--- src/rtl/mips_control_pipeline_if.sv ---
// Bus between the decode stage and the control-word pipeline: incoming instruction,
// hold/flush controls, and the per-stage state and hazard/forward selects returned.
interface mips_control_pipeline_if #(
    parameter int CONTROL_W = 32,
    parameter int STAGES    = 3,
    parameter int REG_W     = 5
);
    logic                        in_valid;
    logic [CONTROL_W-1:0]        in_control;
    logic [REG_W-1:0]            in_dest;
    logic                        in_writes;
    logic                        in_load;
    logic [REG_W-1:0]            src_a;
    logic [REG_W-1:0]            src_b;
    logic                        hold;
    logic                        flush;
    logic                        in_ready;
    logic                        hazard_stall;
    logic [STAGES-1:0]           forward_a;
    logic [STAGES-1:0]           forward_b;
    logic [STAGES-1:0]           stage_valid;
    logic [STAGES*CONTROL_W-1:0] stage_control;
    logic [STAGES*REG_W-1:0]     stage_dest;
    logic [STAGES-1:0]           stage_writes;
    logic [STAGES-1:0]           stage_load;

    modport master (
        output in_valid, in_control, in_dest, in_writes, in_load, src_a, src_b, hold, flush,
        input  in_ready, hazard_stall, forward_a, forward_b,
        input  stage_valid, stage_control, stage_dest, stage_writes, stage_load
    );

    modport slave (
        input  in_valid, in_control, in_dest, in_writes, in_load, src_a, src_b, hold, flush,
        output in_ready, hazard_stall, forward_a, forward_b,
        output stage_valid, stage_control, stage_dest, stage_writes, stage_load
    );
endinterface

--- src/rtl/mips_control_pipeline.sv ---
// Carries decoded control words through STAGES valid-tagged stages with hold/flush,
// and derives load-use stall plus youngest-first forwarding selects.
module mips_control_pipeline #(
    parameter int CONTROL_W   = 32,
    parameter int STAGES      = 3,
    parameter int REG_W       = 5,
    parameter int FLUSH_DEPTH = 1
) (
    input  logic clock,
    input  logic reset,
    mips_control_pipeline_if.slave bus
);
    logic [STAGES-1:0]    valid_reg, valid_next;
    logic [STAGES-1:0]    writes_reg, writes_next;
    logic [STAGES-1:0]    load_reg, load_next;
    logic [CONTROL_W-1:0] control_reg [STAGES];
    logic [CONTROL_W-1:0] control_next [STAGES];
    logic [REG_W-1:0]     dest_reg [STAGES];
    logic [REG_W-1:0]     dest_next [STAGES];

    logic                 hazard;
    logic                 ready;
    logic [STAGES-1:0]    fwd_a, fwd_b;

    // Only a load sitting in EX can create a load-use hazard; later stages forward.
    always_comb begin
        hazard = bus.in_valid & valid_reg[0] & load_reg[0] & (dest_reg[0] != '0) &
                 ((bus.src_a == dest_reg[0]) | (bus.src_b == dest_reg[0]));
        ready  = bus.in_valid & ~hazard & ~bus.hold & ~bus.flush;
    end

    // Scan oldest to youngest so the youngest matching stage wins.
    always_comb begin
        fwd_a = '0;
        fwd_b = '0;
        for (int i = STAGES - 1; i >= 0; i--) begin
            if (valid_reg[i] && writes_reg[i] && !(i == 0 && load_reg[0])) begin
                if (bus.src_a != '0 && dest_reg[i] == bus.src_a) begin
                    fwd_a    = '0;
                    fwd_a[i] = 1'b1;
                end
                if (bus.src_b != '0 && dest_reg[i] == bus.src_b) begin
                    fwd_b    = '0;
                    fwd_b[i] = 1'b1;
                end
            end
        end
    end

    always_comb begin
        valid_next   = valid_reg;
        writes_next  = writes_reg;
        load_next    = load_reg;
        control_next = control_reg;
        dest_next    = dest_reg;
        if (!bus.hold) begin
            // ready already excludes flush, so stage 0 is a bubble whenever flushing.
            valid_next[0]   = ready;
            control_next[0] = bus.in_control;
            dest_next[0]    = bus.in_dest;
            writes_next[0]  = bus.in_writes;
            load_next[0]    = bus.in_load;
            for (int i = 1; i < STAGES; i++) begin
                valid_next[i]   = valid_reg[i-1] & ~(bus.flush & (i < FLUSH_DEPTH));
                control_next[i] = control_reg[i-1];
                dest_next[i]    = dest_reg[i-1];
                writes_next[i]  = writes_reg[i-1];
                load_next[i]    = load_reg[i-1];
            end
        end else if (bus.flush) begin
            for (int i = 0; i < STAGES; i++) begin
                if (i < FLUSH_DEPTH) begin
                    valid_next[i] = 1'b0;
                end
            end
        end
    end

    always_ff @(posedge clock) begin
        if (reset) begin
            valid_reg  <= '0;
            writes_reg <= '0;
            load_reg   <= '0;
            for (int i = 0; i < STAGES; i++) begin
                control_reg[i] <= '0;
                dest_reg[i]    <= '0;
            end
        end else begin
            valid_reg    <= valid_next;
            writes_reg   <= writes_next;
            load_reg     <= load_next;
            control_reg  <= control_next;
            dest_reg     <= dest_next;
        end
    end

    assign bus.in_ready     = ready;
    assign bus.hazard_stall = hazard;
    assign bus.forward_a    = fwd_a;
    assign bus.forward_b    = fwd_b;
    assign bus.stage_valid  = valid_reg;
    assign bus.stage_writes = writes_reg;
    assign bus.stage_load   = load_reg;

    generate
        for (genvar gi = 0; gi < STAGES; gi++) begin : g_pack
            assign bus.stage_control[gi*CONTROL_W +: CONTROL_W] = control_reg[gi];
            assign bus.stage_dest[gi*REG_W +: REG_W]            = dest_reg[gi];
        end
    endgenerate
endmodule

--- src/flat_wrapper.sv ---
// flat-port wrapper written by rule: the top's interface ports become plain ports
module mips_control_pipeline_flat 
#(
    parameter int CONTROL_W   = 32,
    parameter int STAGES      = 3,
    parameter int REG_W       = 5,
    parameter int FLUSH_DEPTH = 1
)
  (clock, reset, bus_in_valid, bus_in_control, bus_in_dest, bus_in_writes, bus_in_load, bus_src_a, bus_src_b, bus_hold, bus_flush, bus_in_ready, bus_hazard_stall, bus_forward_a, bus_forward_b, bus_stage_valid, bus_stage_control, bus_stage_dest, bus_stage_writes, bus_stage_load);
  mips_control_pipeline_if #(.CONTROL_W(CONTROL_W), .STAGES(STAGES), .REG_W(REG_W)) bus_i ();
  input  logic clock;
  input  logic reset;
  input wire logic [$bits(bus_i.in_valid)-1:0] bus_in_valid;
  input wire logic [$bits(bus_i.in_control)-1:0] bus_in_control;
  input wire logic [$bits(bus_i.in_dest)-1:0] bus_in_dest;
  input wire logic [$bits(bus_i.in_writes)-1:0] bus_in_writes;
  input wire logic [$bits(bus_i.in_load)-1:0] bus_in_load;
  input wire logic [$bits(bus_i.src_a)-1:0] bus_src_a;
  input wire logic [$bits(bus_i.src_b)-1:0] bus_src_b;
  input wire logic [$bits(bus_i.hold)-1:0] bus_hold;
  input wire logic [$bits(bus_i.flush)-1:0] bus_flush;
  output wire logic [$bits(bus_i.in_ready)-1:0] bus_in_ready;
  output wire logic [$bits(bus_i.hazard_stall)-1:0] bus_hazard_stall;
  output wire logic [$bits(bus_i.forward_a)-1:0] bus_forward_a;
  output wire logic [$bits(bus_i.forward_b)-1:0] bus_forward_b;
  output wire logic [$bits(bus_i.stage_valid)-1:0] bus_stage_valid;
  output wire logic [$bits(bus_i.stage_control)-1:0] bus_stage_control;
  output wire logic [$bits(bus_i.stage_dest)-1:0] bus_stage_dest;
  output wire logic [$bits(bus_i.stage_writes)-1:0] bus_stage_writes;
  output wire logic [$bits(bus_i.stage_load)-1:0] bus_stage_load;
  assign bus_i.in_valid = bus_in_valid;
  assign bus_i.in_control = bus_in_control;
  assign bus_i.in_dest = bus_in_dest;
  assign bus_i.in_writes = bus_in_writes;
  assign bus_i.in_load = bus_in_load;
  assign bus_i.src_a = bus_src_a;
  assign bus_i.src_b = bus_src_b;
  assign bus_i.hold = bus_hold;
  assign bus_i.flush = bus_flush;
  assign bus_in_ready = bus_i.in_ready;
  assign bus_hazard_stall = bus_i.hazard_stall;
  assign bus_forward_a = bus_i.forward_a;
  assign bus_forward_b = bus_i.forward_b;
  assign bus_stage_valid = bus_i.stage_valid;
  assign bus_stage_control = bus_i.stage_control;
  assign bus_stage_dest = bus_i.stage_dest;
  assign bus_stage_writes = bus_i.stage_writes;
  assign bus_stage_load = bus_i.stage_load;
  mips_control_pipeline #(.CONTROL_W(CONTROL_W), .STAGES(STAGES), .REG_W(REG_W), .FLUSH_DEPTH(FLUSH_DEPTH)) u_core (.clock(clock), .reset(reset), .bus(bus_i));
endmodule
--- config.mk ---
export PLATFORM = sky130hd
export DESIGN_NAME = mips_control_pipeline_flat
export DESIGN_NICKNAME = d
export VERILOG_FILES = /design/src/rtl/mips_control_pipeline_if.sv /design/src/rtl/mips_control_pipeline.sv /design/src/flat_wrapper.sv
export SDC_FILE = /design/constraint.sdc
export NUM_CORES = 1
export LEC_CHECK = 0
export CORE_MARGIN = 2
export CORE_UTILIZATION = 33
export CTS_CLUSTER_SIZE = 12
export DETAILED_ROUTE_END_ITERATION = 7
export MAX_ROUTING_LAYER = met4
export PLACE_DENSITY = 0.7
export SLEW_MARGIN = 20
export SYNTH_ARGS = -nofsm -noshare
export SYNTH_HDL_FRONTEND = slang
export SYNTH_SLANG_ARGS = --single-unit
--- constraint.sdc ---
create_clock -name clock -period 1.59 [get_ports clock]
set_input_delay 0.159 -clock clock [delete_from_list [all_inputs] [get_ports clock]]
set_output_delay 0.159 -clock clock [all_outputs]
set_load 0.05 [all_outputs]
==> impl_metrics.py <==
metrics = {
    "status": {
        "status": "finished with violations",
        "violations": "negative setup slack",
    },
    "logic_synthesis": {
        "synth_top_family_by_area": "multiplexers",
        "ys_dominant_reg_cell": "dfxtp_1",
        "synth_top_cells_by_count": "nor2_1 (125), dfxtp_1 (120), mux2i_1 (119), xnor2_1 (22), buf_2 (13)",
        "syn_area_sq_um": 4660,
        "synth-adder-area-share_pct": 0,
        "synth_area_leader_cell": "dfxtp_1",
        "synthMuxAreaShare_pct": 25.5,
        "synth.most_common_cell": "nor2_1",
        "yosys.area_share.simple_pct": 14.1,
        "ys_seq_area_share_pct": 51.5,
        "synth_edf_count": 0,
        "synthCells": 452,
        "synthDistinctLibCells": 22,
        "ys_seq_elements": 120,
        "synth_warnings": 0,
        "synth_xor_area_share_pct": 5.63,
        "avgSynthCellArea_sq_um": 10.3,
        "synth_async_sr_flop_share_pct": 0,
        "synth_compound_area_share_pct": 0.698,
        "yosysTopAreaCellShare_pct": 51.5,
        "synth_area_leaders": "dfxtp_1 (52%), mux2i_1 (26%), nor2_1 (10%)",
        "syn-num-nets": 506,
    },
    "power": {
        "powerDensity_nw_per_um2": 1050,
        "p_leak_nw": 3.56,
        "p_total_mw": 7.90,
        "ir_drop_v": 0.000576,
    },
    "sta": {
        "setup_slack_ns": -0.483,
        "slew_headroom_pct": 75.3,
        "hold_viol_final": 0,
        "rsz0062_at_grt": "yes",
        "finalCritPeriodShare_pct": 130,
        "skew_ns": 0.00632,
        "max_freq_mhz": 482,
        "slew_viol_final": 0,
        "min_period_ns": 2.07,
        "setup-tns-final_ns": -2.83,
        "finalSetupViolations": 8,
        "worst_pin_slew_ns": 0.369,
    },
    "clock_network": {
        "cts.sinks": 120,
        "path_clk_slew_ns": 0.05,
        "cts_root_buf": "clkbuf_16",
        "htreeDepth": 4,
        "cts_made_buffers": 17,
        "cts_tree": "yes",
        "clock_path_buffers": 2,
        "clk_latency_ns": 0.40,
    },
    "critical_path": {
        "worstSetupPathType": "register to output port",
        "end_kind": "output port",
        "crit_chain": "or4_4, o2111ai_4, a21oi_4, nor3_4, buf_6",
        "path_max_fanout": 2,
        "crit_required_ns": 1.43,
        "crit_slowest_cell": "or4_4",
        "max_stage_delay_ns": 0.56,
        "worstSetupStartpointType": "register",
        "crit_arrival_ns": 1.91,
    },
    "placed_design": {
        "hpwl_mm": 9.21,
        "io_buffer_count": 181,
        "place_congestion": 0.883,
        "pre_cts_slack_ns": -0.515,
    },
    "grt": {
        "antenna_found_initial": 0,
        "grt_pass1_vias": 3889,
        "grt_util_met2_pct": 26.9,
        "grt_pass1_wl_mm": 19.5,
        "overflow": 0,
        "top_usage_layer": "met2",
        "use_met1_pct": 20.5,
        "use_met3_pct": 5.58,
        "grt_max_degree": 73,
        "grt.total_usage_pct": 17.2,
    },
    "cells_and_area": {
        "final_nets": 716,
        "num_antenna_cells": 0,
        "drive_above_1_share_pct": 36.8,
        "final.fill_count": 1230,
        "syn_to_final_growth_pct": 61.9,
    },
    "drt": {
        "ant_nets": 0,
        "firstDrtPassIters": 4,
        "vias": 3959,
        "drc": 0,
        "wirelength_mm": 12.7,
        "via_per_inst": 4.65,
        "drt_iter0_markers": 163,
        "wl_per_cell_um": 15.0,
    },
    "floorplanning": {
        "die_h_um": 123,
        "dieArea_sq_um": 15100,
        "io_pins": 182,
        "die_x_um": 123,
        "coreArea_sq_um": 13800,
        "rows": 43,
        "initial_core_util_pct": 33.7,
    },
    "worst_hold_path": {
        "hold_path_class": "input pin to register",
    },
    "run": {
        "drv_cap": 0,
    },
}
-- logic make-up after synthesis --
group	Yosys count
muxes	119
AOI/OAI and AO/OA	3
DFF	120
buffers and inverters	27
xor gates and xnor gates	30
and+or+nand+nor	153
-- metrics by stage --
| stage | area [sq um] | std cells | utilization (%) | hold slack, ns |
|---|---|---|---|---|
| detailed placement | 6820 | 821 | 49.3 | 0.490 |
| CTS | 7450 | 851 | 53.9 | 0.0710 |
| global placement | 6820 | 821 | 49.3 | 0.479 |
| finish | 7550 | 851 | 54.6 | 0.0912 |
| floorplan | 4820 | 452 | - | 0.302 |
| global route | 7550 | 851 | 54.6 | 0.0790 |
-- timing repair --
action / 4_1_cts / 5_1_grt
buffers inserted: 2 / 0
resized for setup: 19 / 20
pin swaps: 16 / 19
hold buffers: 0 / 0
setup endpoints to repair: 8 / 8
-- placed cells by master, fill, tap and decap left out, types with 8 or more instances in the layout --
| cell type | Yosys | final |
|---|---|---|
| buf_4 | 0 | 150 |
| nor2_1 | 125 | 121 |
| mux2i_1 | 119 | 119 |
| dfxtp_1 | 120 | 102 |
| clkdlybuf4s50_1 | 0 | 41 |
| clkbuf_16 | 0 | 17 |
| dfxtp_4 | 0 | 16 |
| xnor2_2 | 0 | 14 |
| buf_12 | 0 | 11 |
| xnor2_1 | 22 | 8 |
-- power by group --
| part | internal [mW] | switching [mW] |
|---|---|---|
| sequential | 3.11 | 0.0976 |
| clock | 2.22 | 1.20 |
| combinational | 0.518 | 0.755 |
| total | 5.85 | 2.05 |
-- metal layers --
metal | wire length, um | share of wire [%]
met1 | 5460 | 43
met3 | 1010 | 7.9
met2 | 6030 | 47
met4 | 239 | 1.9
met5 | 0 | 0
-- cell type report --
| class | count | area (sq um) | share of cell area (%) |
|---|---|---|---|
| Multi-Input combinational cell | 305 | 2390 | 31.7 |
| Clock buffer | 23 | 478 | 6.33 |
| Tap cell | 180 | 225 | 2.98 |
| Sequential cell | 120 | 2460 | 32.6 |
| Clock inverter | 5 | 50.0 | 0.663 |
| Timing Repair Buffer | 218 | 1940 | 25.7 |
-- critical path, delay by kind of cell, from the launching register on --
| family | cells | cell delay (ns) |
|---|---|---|
| flip-flops | 1 | 0.33 |
| buffers and inverters | 1 | 0.18 |
| AO/OA/AOI/OAI | 2 | 0.32 |
| AND/OR/NAND/NOR | 2 | 0.68 |
-- final timing paths --
kind / from / end / slack, ns / depth (start not counted)
worst max-delay path: u_core.bus.stage_dest[1] / bus_in_ready / -0.48 / 5
worst min-delay path: reset / u_core.bus.stage_control[95] / 0.09 / 2
worst max register to register: u_core.bus.stage_dest[3] / u_core.bus.stage_valid[0] / 0.24 / 6
worst min register to register: u_core.bus.stage_control[85] / u_core.bus.stage_control[85] / 0.49 / 2
-- state kept, by name, indices dropped and copies added, names as in the netlist --
register                  flops
u_core.bus.stage_valid        3
u_core.bus.stage_load         3
u_core.bus.stage_dest        15
u_core.bus.stage_writes       3
u_core.bus.stage_control     96
(Power assumes the default switching activity.)
==> edit, RTL diff (config.mk and constraints unchanged) <==
`REG_W` is set to 5 in 3 places; all go to 10.
--- a/src/rtl/mips_control_pipeline_if.sv
+++ b/src/rtl/mips_control_pipeline_if.sv
@@ -4,5 +4,5 @@
     parameter int CONTROL_W = 32,
     parameter int STAGES    = 3,
-    parameter int REG_W     = 5
+    parameter int REG_W     = 10
 );
     logic                        in_valid;
--- a/src/rtl/mips_control_pipeline.sv
+++ b/src/rtl/mips_control_pipeline.sv
@@ -4,5 +4,5 @@
     parameter int CONTROL_W   = 32,
     parameter int STAGES      = 3,
-    parameter int REG_W       = 5,
+    parameter int REG_W       = 10,
     parameter int FLUSH_DEPTH = 1
 ) (
--- a/src/flat_wrapper.sv
+++ b/src/flat_wrapper.sv
@@ -4,5 +4,5 @@
     parameter int CONTROL_W   = 32,
     parameter int STAGES      = 3,
-    parameter int REG_W       = 5,
+    parameter int REG_W       = 10,
     parameter int FLUSH_DEPTH = 1
 )
Interface: changed (resized bus_in_dest, bus_src_a, bus_src_b and bus_stage_dest); port bits go from 182 to 212. The function was not compared with the original's and may differ.
==> edit against the unedited design <==
The run still ends with negative setup slack left. Wire length grew 27%. Clock skew grew 0.0014 ns. Cell area grew 18%. Sequential cell count grew 15. Area after synthesis grew 19%. First-iteration DRC count grew 31%. Worst setup slack lost 0.17 ns. Non-clock buffer count grew 70. Sequential power grew 12%. Total power grew 13%. Critical endpoint is now bus_forward_b[2].
==> edit: results (changes against the unedited design) <==
HP Class=input port to register (unchanged); via count=4,887 (was 3,959); leading cell types by count after synthesis=nor2_1 (140), dfxtp_1 (135), mux2i_1 (134) (was nor2_1 (125), dfxtp_1 (120), mux2i_1 (119)); Synth Area in Compound Gates=0.005206 (was 0.006976); status=finished, violations left (unchanged); Netlist cell types=23 (was 22); CTS Root Cell=clkbuf_16 (unchanged); Slowest-stage cell, CP=dfxtp_4 (was or4_4); Avg Cell Area, Syn=10.16 µm² (was 10.32 µm²); Inst Count DP=1,019 (was 821); Max VDD drop=777.8 µV (was 575.7 µV); synth warn=0 (unchanged); Worst path max stage delay=0.36 ns (was 0.56 ns); number of flip-flops in the largest register=96 (unchanged); first-pass GRT wire length=25,760 µm (was 19,510 µm); fraction of layout cells with a size suffix above 1=0.3681 (about the same); fillcell total=1,492 (was 1,230); initial antenna violation count=0 (unchanged); total global-route track usage=0.1883 (was 0.1722); largest net degree at the start of global routing=56 (was 73); Hold Path Stages=2 (unchanged); sequential area share after synthesis=0.4889 (was 0.5152); violated checks=negative setup slack (unchanged); Critical Path AT=2.08 ns (was 1.91 ns); Detail Placement HPWL=12,560 µm (was 9211 µm); Worst-path clk slew=0.06 ns; Leakage=0.004263 µW (was 0.003555 µW); NetSw=2524 µW (was 2055 µW); dpl ws=-0.6152 ns (was -0.5147 ns); CTS buffer count=17 (unchanged); nets=890 (was 716); skew final=0.007766 ns (was 0.006318 ns); final setup violation count=9 (was 8); H-tree levels=4 (unchanged); Fin Setup TNS=-5.091 ns (was -2.827 ns); syn nets=613 (was 506); Routed wire per std cell=15.37 µm (was 14.97 µm); initial DRC count=213 (was 163); drt first pass iters=4 (unchanged); CP top delay family=simple AND/OR/NAND/NOR gates (unchanged); maximum fanout along the worst path=3 (was 2); Post-DP Area=8239 µm² (was 6818 µm²); routed wire length=16,210 µm (was 12,740 µm); clk buf depth=2 (unchanged); Area contributors post-synth=dfxtp_1 (49%), mux2i_1 (24%), nor2_1 (9.5%) (was dfxtp_1 (52%), mux2i_1 (26%), nor2_1 (10%)); # port buffers=211 (was 181); GPL Wtd Cong=0.8985 (was 0.8834); predominant post-synthesis flop cell=dfxtp_1 (unchanged); Async S/R FF share, synth=0 (unchanged); adder-cell share of the synthesized area=0 (unchanged); reg2reg path depth=8 (was 6); xor and xnor fraction of the mapped netlist area=0.09507 (was 0.05635); mux contribution to synthesized area=0.2426 (was 0.2554); actual slew at the worst max-slew pin=0.3691 ns (was 0.3694 ns); Worst Setup Slack, final=-0.6533 ns (was -0.4826 ns); vias in the first global route=4,946 (was 3,889); Worst-Skew Late Latency=0.41 ns
==> edit: changes by cell type in the layout (fill, tap and decap cells not counted), moves of 13 or more <==
cell and delta:
buf_4 +55, clkdlybuf4s50_1 +25, dfxtp_2 +15, mux2i_1 +15, nor2_1 +16, nor4_1 +13
xnor2_2 -14, xor2_1 +41
==> edit: cells by family after synthesis <==
kind of cell	after synthesis
simple gates	182
flops	135
mux	134
xor+xnor	60
buf+inv	30
compound gates	3
==> edit: worst paths after layout <==
check,from,to,slack (ns)
worst min register to register,u_core.bus.stage_control[80],u_core.bus.stage_control[80],0.50
worst max register to register,u_core.bus.stage_dest[1],u_core.bus.stage_valid[0],-0.13
worst max-delay path,u_core.bus.stage_dest[7],bus_forward_b[2],-0.65
worst min-delay path,reset,u_core.bus.stage_control[40],0.14
==> edit: metal layers <==
metal  vias to the layer above  global-route usage  routed length, µm
met5                         -                   -                  0
met4                         0             0.06856                330
met3                        21             0.04224                759
met2                       142              0.3038               7911
met1                      2320              0.2316               7209
li1                       2404                   -                  -
==> edit: power groups by stage <==
stage	sequential, µW	clock (µW)	combinational, µW
2_1_floorplan	4100	0	446
3_3_place_gp	3680	0	1490
3_5_place_dp	3680	0	1510
4_1_cts	3610	3860	1530
5_1_grt	3630	4030	1610
6_report	3610	3760	1530
==> edit: final cells by class <==
class / instances / area, µm² / area share
Antenna cell: 1 / 2.502 / 0.0002805
Clock buffer: 21 / 493.0 / 0.05525
Clock inverter: 11 / 82.58 / 0.009255
Multi-Input combinational cell: 379 / 2820 / 0.3161
Sequential cell: 135 / 2788 / 0.3124
Tap cell: 220 / 275.3 / 0.03085
Timing Repair Buffer: 288 / 2461 / 0.2758
==> edit: repair_timing <==
action                     CTS  global route
buffers inserted             4             0
pin swaps                   15             4
resized for setup           14             2
setup endpoints to repair    9             9
cloned                       0             0
